<file path="src/rtl/alarm_interval_timer.sv">
// alarm_interval_timer: countdown timer that reads its interval length from
// the time-parameter store and produces the one-second tick for the alarm
// subsystem. A start request latches the interval select, reads back the
// programmed seconds one cycle later, counts them down and pulses expired.
module alarm_interval_timer #(
  parameter int CLK_PER_SEC = 4,
  parameter int PS_W        = 2
) (
  input  logic       clk,
  input  logic       g_reset,
  input  logic       start_timer,
  input  logic [1:0] interval_req,
  input  logic [3:0] value,
  output logic [1:0] interval,
  output logic       expired,
  output logic       busy,
  output logic [3:0] remaining,
  output logic       one_hz_en
);

  typedef enum logic [1:0] {
    IDLE    = 2'd0,
    LOAD    = 2'd1,
    COUNT   = 2'd2,
    EXPIRED = 2'd3
  } state_t;

  localparam logic [PS_W-1:0] PS_MAX = PS_W'(CLK_PER_SEC - 1);

  state_t          state;
  state_t          state_nxt;
  logic [PS_W-1:0] prescaler;
  logic            tick;

  // Last prescaler cycle of a second while counting.
  assign tick = (state == COUNT) && (prescaler == PS_MAX);

  // State register; reset abandons any count without an expired pulse.
  always_ff @(posedge clk or posedge g_reset) begin
    // NOTE: sequential state uses non-blocking assignments so every register
    // samples pre-edge values, independent of block ordering.
    if (g_reset) state <= IDLE;
    else         state <= state_nxt;
  end

  // Next-state logic; a start request always restarts through LOAD.
  always_comb begin
    // NOTE: default first, so no path leaves state_nxt unassigned (no latch).
    state_nxt = state;
    unique case (state)
      IDLE:    if (start_timer) state_nxt = LOAD;
      LOAD: begin
        if (start_timer)         state_nxt = LOAD;
        else if (value == 4'd0)  state_nxt = EXPIRED;
        else                     state_nxt = COUNT;
      end
      COUNT: begin
        if (start_timer)                     state_nxt = LOAD;
        else if (tick && remaining == 4'd1)  state_nxt = EXPIRED;
      end
      EXPIRED: state_nxt = start_timer ? LOAD : IDLE;
      default: state_nxt = IDLE;
    endcase
  end

  // Datapath: interval latch, seconds counter and prescaler.
  always_ff @(posedge clk or posedge g_reset) begin
    if (g_reset) begin
      interval  <= 2'd0;
      remaining <= 4'd0;
      prescaler <= '0;
    end else begin
      if (start_timer) interval <= interval_req;
      unique case (state)
        LOAD: begin
          // The store is sampled only here; reprogramming later cannot
          // disturb a running count.
          remaining <= value;
          prescaler <= '0;
        end
        COUNT: begin
          if (start_timer) begin
            prescaler <= '0;
          end else if (tick) begin
            prescaler <= '0;
            if (remaining != 4'd0) remaining <= remaining - 4'd1;
          end else begin
            prescaler <= prescaler + 1'b1;
          end
        end
        default: prescaler <= '0;
      endcase
    end
  end

  // Moore outputs decoded from state.
  assign expired   = (state == EXPIRED);
  assign busy      = (state == LOAD) || (state == COUNT);
  assign one_hz_en = tick;

endmodule

</file>
<file path="config.mk">
export PLATFORM = sky130hd
export DESIGN_NAME = alarm_interval_timer
export DESIGN_NICKNAME = d
export VERILOG_FILES = /design/src/rtl/alarm_interval_timer.sv
export SDC_FILE = /design/constraint.sdc
export NUM_CORES = 1
export LEC_CHECK = 0
export ABC_AREA = 1
export BUFFER_PORTS_ARGS = -buffer_cell sky130_fd_sc_hd__buf_4
export CAP_MARGIN = 5
export CORE_MARGIN = 4
export CORE_UTILIZATION = 40
export DETAILED_ROUTE_END_ITERATION = 16
export MAX_ROUTING_LAYER = met4
export PLACE_DENSITY = 0.7
export SYNTH_ARGS = -nofsm -noshare
export SYNTH_HDL_FRONTEND = slang
export SYNTH_SLANG_ARGS = --single-unit
export TNS_END_PERCENT = 5
</file>
<file path="constraint.sdc">
create_clock -name clk -period 1.15 [get_ports clk]
set_input_delay 0.115 -clock clk [delete_from_list [all_inputs] [get_ports clk]]
set_output_delay 0.115 -clock clk [all_outputs]
set_load 0.01 [all_outputs]
</file>
==> impl_results.md, run 1 <==
- Clock tree from TritonCTS: built
- Final worst-path setup slack: -143 ps
- Number of CTS-inserted buffers: 3
- DRC violations left: 0
- Vias after detailed routing: between 600 and 700
- Critical Path Max Stage Delay: just over 400 ps
- Type of element capturing the critical path: primary output
- Leakage Power: a little over 0.0005 uW
- Number of global-route vias before repair: 593
- Xor-xnor portion of the synthesized cell area: 0%
- Clock root buffer: sky130_fd_sc_hd__clkbuf_4
- Maximum resistive drop on vdd: ~1.3 mV
- Count of mapped cells out of synthesis: 88
- Worst setup path class: flip-flop to primary output
- Final Skew: roughly 2.6 ps
- Syn. warnings: 0
- Source-to-sink clock delay at the later pin of the worst-skew pair: 260 ps
- Fraction of synthesized cell area taken by the top area cell type: 38.1%
- Final core utilization: ~62%
- Area share of and/or/nand/nor cells after synthesis: about 31%
- Critical path's top delay family: flip-flops
- Number of unique standard cell types used by synthesis: 14
- H-tree levels: 1
- Failing checks: negative setup slack
- Initial antenna violation count: 0
- Largest fanout on the critical path: 3
- Global route overflow: 0
- Total routed wirelength: ~1.4 mm
- Top library cells by usage in the layout, fill and taps aside: sky130_fd_sc_hd__nand2_1, sky130_fd_sc_hd__buf_4, sky130_fd_sc_hd__inv_1, sky130_fd_sc_hd__dfrtp_1, sky130_fd_sc_hd__nand3_1
- Data arrival time of the critical path: approximately 1200 ps
- Number of nets in the synthesized netlist: roughly 110
- Synthesized area: roughly 660 sq um
- Relative area change from synthesis to final layout: 43.2%
- Number of buffer cells added on primary ports: 17
- Final ANT Viol Nets: 0
- Share of the clock period used by the worst path after layout: 112%
- Status: finished with violations
- HPWL after detailed placement: 1.15 mm
- Power Density: approximately 2400 nW/um^2
- Cell type with the highest occurrence count on the critical path: sky130_fd_sc_hd__buf_4
- # diodes: 0
- Final max-slew violation count: 0
- Largest net degree at the start of global routing: 11
- Pre-Repair DR Iteration Count: 4
- Highest achievable clock rate: 773 MHz
- Number of synthesized register bits: 10
- Initial standard-cell utilization of the core: a little over two fifths
- Adder-cell share of the synthesized area: 15.2%
- Number of rows created at floorplan: 14
- Register area share after synthesis: roughly two fifths
- Area of the core: between 1500 and 2000 sq um
- Largest area contributor in the synthesized netlist: sky130_fd_sc_hd__dfrtp_1
- Relative slew slack: approximately 72%
- Setup crit start kind: flip-flop
- Multiplexer area fraction after synthesis: 0%
- Total Power: approximately 2300 uW
- WL/cell: 10.8 um
- Post-layout minimum cycle time: about 1300 ps
- Final-report setup violation count: 9
- Final hold vios: 0
- Die outline area: around 2400 sq um
- RSZ-0062 raised after global routing: yes
- Fin nets: 136
- Dominant combinational cell family by area after synthesis: simple AND/OR/NAND/NOR gates
- Leading cell type in the layout, fill and taps excluded: sky130_fd_sc_hd__nand2_1
- Vias per inst: 4.74
- Clk sinks: 10
- Count of routing violations after the opening detailed-route iteration: 14
- Compound-gate portion of the synthesized area: 5.71%
- Clock transition at the registers of the reported paths: around 70 ps
- Number of violations of the max-capacitance limit: 0
- HP Class: input port to flip-flop
- Fraction of layout cells with a size suffix above 1: 35.9%
- First-pass GRT wire length: between 2 and 3 mm
- Gp weighted congestion: around 0.83
- Number of primary I/O pins: 18
- Horizontal die dimension: about 49 um
- CP cell instances: buf_4 > ha_1 > buf_4
- Total global routing track utilization: around 14%
- Worst Max-Slew Pin Slew: approximately 420 ps
- Worst path required time: a little over 1000 ps
- Height of the die: between 40 and 50 um
- Clock tree buffer depth: 2
- Cell with the largest stage delay on the worst path: sky130_fd_sc_hd__dfrtp_1
- Post-synthesis average cell area: around 7.5 sq um
- Bufs and invs on worst path: 2
- Top post-synthesis cells by area: sky130_fd_sc_hd__dfrtp_1, sky130_fd_sc_hd__ha_1, sky130_fd_sc_hd__nand2_1, sky130_fd_sc_hd__inv_1, sky130_fd_sc_hd__nand3_1
## path summary, 6_finish.rpt
check	startpoint	end	slack, ps	depth (start not counted)
max	state[0]	expired	-140	3
min	interval_req[0]	interval[0]	50	3
max reg2reg	state[1]	state[0]	-90	6
min reg2reg	prescaler[0]	prescaler[0]	430	1
max in group asynchronous	g_reset	state[1]	430	3
min in group asynchronous	g_reset	remaining[0]	400	3
## worst register-to-register path, stage by stage, from the launching register on
cell                      delay, ps
sky130_fd_sc_hd__dfrtp_2        420
sky130_fd_sc_hd__inv_2           70
sky130_fd_sc_hd__ha_1           220
sky130_fd_sc_hd__inv_1           70
sky130_fd_sc_hd__nand2_1         70
sky130_fd_sc_hd__o31ai_2        180
sky130_fd_sc_hd__nand2_1         90
## cell usage after synthesis
cell / number
sky130_fd_sc_hd__ha_1: 8
sky130_fd_sc_hd__nand2_4: 1
sky130_fd_sc_hd__inv_1: 15
sky130_fd_sc_hd__o31ai_1: 1
sky130_fd_sc_hd__nand2_2: 2
sky130_fd_sc_hd__o21ai_1: 3
sky130_fd_sc_hd__nand4_1: 3
sky130_fd_sc_hd__o21ai_0: 3
sky130_fd_sc_hd__nand3_1: 8
sky130_fd_sc_hd__dfrtp_1: 10
sky130_fd_sc_hd__inv_2: 2
sky130_fd_sc_hd__nor2_1: 5
sky130_fd_sc_hd__nor2_2: 1
sky130_fd_sc_hd__nand2_1: 26
## per-stage QoR
stage	setup WS (ps)	hold slack, ps	setup TNS [ps]	instances	area (sq um)
4_1_cts	-140	52.4	-669	132	908
6_report	-143	52.2	-684	133	941
5_1_grt	-215	46.8	-1640	133	941
3_5_place_dp	-108	129	-418	128	870
3_3_place_gp	-55.8	125	-192	128	870
2_1_floorplan	14.0	-44.8	0	88	669
## layout make-up
cell class,count,area [sq um]
fillers,142,583
multi-input cells,61,375
flip-flops and latches,10,251
repair buffers,26,205
inverters,17,66.3
clock buffers,3,22.5
well taps,16,20.0
## cells by family (layout without fill, tap and decap cells)
family	count (synthesis)	after routing
and+or+nand+nor	46	46
adders and majority gates	8	8
AOI/OAI and AO/OA	7	7
buffers and inverters	17	46
DFF	10	10
## routing by layer
metal / up-vias / global-route usage [%] / share of wire, %
met5: - / - / 0
met4: 0 / 4.04 / 0.62
met3: 2 / 2.76 / 2.9
met2: 11 / 20.9 / 48
met1: 284 / 18.7 / 49
li1: 334 / - / -
## registers in the layout, indices dropped and copies added (netlist names)
register,flops
state,2
prescaler,2
interval,2
remaining,4
## power by group
part | leakage [uW] | internal, uW | switching, uW
clock | 0.0000138 | 121 | 122
combinational | 0.000380 | 681 | 742
sequential | 0.000124 | 476 | 111
total | 0.000518 | 1280 | 975
## what timing repair did
action | CTS | global route
setup buffers | 0 | 1
pin swaps | 2 | 3
endpoints found under the setup margin | 9 | 9
hold buffers | 1 | 0
endpoints found under the hold margin | 10 | 0
gates resized for setup | 3 | 7
(Power assumes the default switching activity.)
==> run 2: changes to the inputs <==
- CELL_PAD_IN_SITES_DETAIL_PLACEMENT: default -> 2
- CELL_PAD_IN_SITES_GLOBAL_PLACEMENT: default -> 2
- CORE_UTILIZATION: 40 -> 24
- PLACE_DENSITY: 0.7 -> 0.75
==> run 2 against run 1 <==
Effect of this change:
- the flow still finishes with violations (negative setup slack)
- final area grew 5.2%
- final cell count grew 13%
- fmax shrank 2.9%
- largest power group unchanged
- highest routed layer unchanged
==> impl_results.md, run 2 (same netlist as run 1, synthesis figures left out) <==
- Vias after detailed routing: 696 (+10%)
- Critical Path Max Stage Delay: 420 ps (about the same)
- Worst reg2reg setup slack: -160 ps (-70 ps)
- Clock transition at the registers of the reported paths: 80 ps (about the same)
- Final hold vios: 0 (unchanged)
- Routed wire length on met2: 1.14 mm (+66%)
- Power Density: 2480 nW/um^2 (+3.4%)
- Largest fanout on the critical path: 3 (unchanged)
- Final max-slew violation count: 0 (unchanged)
- DRC violations left: 0 (unchanged)
- Clock tree buffer depth: 2 (unchanged)
- Data arrival time of the critical path: 1220 ps (+40 ps)
- RSZ-0062 raised after global routing: yes
- Number of instances on the worst hold path: 3 (unchanged)
- Placed Cells: 142 (+11%)
- Post-layout minimum cycle time: 1330 ps (+38.7 ps)
- Origin of the worst min-delay path: interval_req[1]
- Worst slack at placement: -180 ps (-71.8 ps)
- Vias per inst: 4.64 (-2.2%)
- Final-report setup violation count: 9 (unchanged)
- Bufs and invs on worst path: 2 (unchanged)
- Worst r2r src: state[0]
- Highest achievable clock rate: 751 MHz (-2.9%)
- Total routed wirelength: 2.12 mm (+47%)
- Top reg by flops: remaining
- Number of CTS-inserted buffers: 3 (unchanged)
- Height of the die: 60.3 um (+24%)
- Gp weighted congestion: 0.879 (+5.6%)
- Met1 WL: 902 um (+28%)
- Relative slew slack: 72.3% (about the same)
- Number of buffer cells added on primary ports: 17 (unchanged)
- WL/cell: 14.2 um (+31%)
- Worst Max-Slew Pin Slew: 416 ps (+0.555 ps)
- Setup crit start kind: flip-flop
- Final ANT Viol Nets: 0 (unchanged)
- Die outline area: 3640 sq um (+54%)
- WL met3: 35 um (-17%)
- End point of the most critical hold path: interval[1]
- Share of the clock period used by the worst path after layout: 116% (+3.4 points)
- Final Skew: 4.56 ps (+1.91 ps)
- Combined area of the multi-input logic cells: 382 sq um (+1.7%)
- Total global routing track utilization: 13.7% (-0.083 points)
- Type of element capturing the critical path: primary output
- Horizontal die dimension: 60.3 um (+24%)
- Fraction of layout cells with a size suffix above 1: 40.0% (+4.1 points)
- CP cell instances: inv_2 > ha_2 > buf_4
- Number of primary I/O pins: 18 (unchanged)
- Count of routing violations after the opening detailed-route iteration: 9 (-5)
- Maximum resistive drop on vdd: 1.12 mV (-10%)
- Top library cells by usage in the layout, fill and taps aside: sky130_fd_sc_hd__buf_4, sky130_fd_sc_hd__nand2_1, sky130_fd_sc_hd__inv_1, sky130_fd_sc_hd__dfrtp_1, sky130_fd_sc_hd__nand3_1
- Number of rows created at floorplan: 18 (+4)
- Max FFs per register: 4 (unchanged)
- Leakage Power: 0.000543 uW (+4.7%)
- Largest net degree at the start of global routing: 11 (unchanged)
- Clock tree from TritonCTS: built
- Final worst-path setup slack: -182 ps (-38.7 ps)
- Cell with the largest stage delay on the worst path: sky130_fd_sc_hd__dfrtp_1
- Post-route insts no fill: 150 (+13%)
- H-tree levels: 1 (unchanged)
- Critical path's top delay family: flip-flops
- Area of the core: 2540 sq um (+67%)
- Storage cell area: 251 sq um (unchanged)
- HP Class: input port to flip-flop
- Initial antenna violation count: 0 (unchanged)
- Pre-Repair DR Iteration Count: 3 (-1)
- Status: finished with violations
- Fin nets: 138 (+1.5%)
- Worst setup path class: flip-flop to primary output
- Fillcell total: 306 (+120%)
- Highest routed metal layer: met4
- Worst Reg-to-Reg Cells: 8 (+2)
- Capturing point of the worst reg2reg path: remaining[1]
- First-pass GRT wire length: 3.56 mm (+39%)
- Leading cell type in the layout, fill and taps excluded: sky130_fd_sc_hd__buf_4
- Initial standard-cell utilization of the core: 25.8% (-17 points)
- Clock root buffer: sky130_fd_sc_hd__clkbuf_4
- Relative area change from synthesis to final layout: 50.7%
- Source-to-sink clock delay at the later pin of the worst-skew pair: 270 ps (about the same)
- Number of violations of the max-capacitance limit: 0 (unchanged)
- DP Area: 887 sq um (+2.0%)
- Finished layout cell area: 990 sq um (+5.2%)
- Clk sinks: 10 (unchanged)
- HPWL after detailed placement: 1.63 mm (+41%)
- Global route overflow: 0 (unchanged)
- Number of global-route vias before repair: 793 (+34%)
- Failing checks: negative setup slack
- Worst path required time: 1030 ps (about the same)
- # diodes: 0 (unchanged)
[run 2: worst max-delay path by stage]
stage,from,slack [ps],depth (start not counted),to
after floorplan,remaining[0],10,8,remaining[2]
after global placement,state[0],-150,6,state[0]
after detailed placement,state[1],-180,6,state[0]
after CTS,state[0],-170,3,busy
after global routing,state[0],-250,8,remaining[2]
final,state[0],-180,3,busy
[run 2: final cells by class]
class | instances | share of cell area [%]
Clock buffer | 4 | 3.67
Inverter | 17 | 6.70
Multi-Input combinational cell | 61 | 38.6
Sequential cell | 10 | 25.4
Tap cell | 30 | 3.79
Timing Repair Buffer | 28 | 21.9
[run 2: where the power goes]
part	internal (uW)	leakage [uW]	switching (uW)
clock	192	0.0000210	146
combinational	684	0.000397	835
sequential	476	0.000124	119
total	1350	0.000543	1100
[run 2: stage by stage]
| step | hold slack [ps] | utilization (%) | total power (uW) | TNS, ps |
|---|---|---|---|---|
| global route | 35.3 | 38.9 | 2700 | -2000 |
| global placement | 139 | 34.9 | 1870 | -418 |
| finish | 32.8 | 38.9 | 2450 | -1250 |
| floorplan | -44.8 | - | 1350 | 0 |
| CTS | 31.1 | 37.6 | 2400 | -1070 |
| detailed placement | 138 | 34.9 | 1960 | -724 |
[run 2: routing by layer]
layer	GRT usage [%]	vias to the layer above
met5	-	-
met4	7.59	0
met3	1.30	5
met2	23.1	12
met1	15.8	338
li1	-	341
[run 2: repair_timing]
item                       4_1_cts  5_1_grt
setup endpoints to repair        9        9
buffers inserted                 2        1
hold buffers                     1        0
cloned                           0        0
hold endpoints to repair        10        0
resized for setup                3       10
pin swaps                        0        7
[run 2: tightest hold or removal path, stage by stage]
cell	delay, ps
sky130_fd_sc_hd__buf_4	70
sky130_fd_sc_hd__nand2_1	40
sky130_fd_sc_hd__nand2_1	50
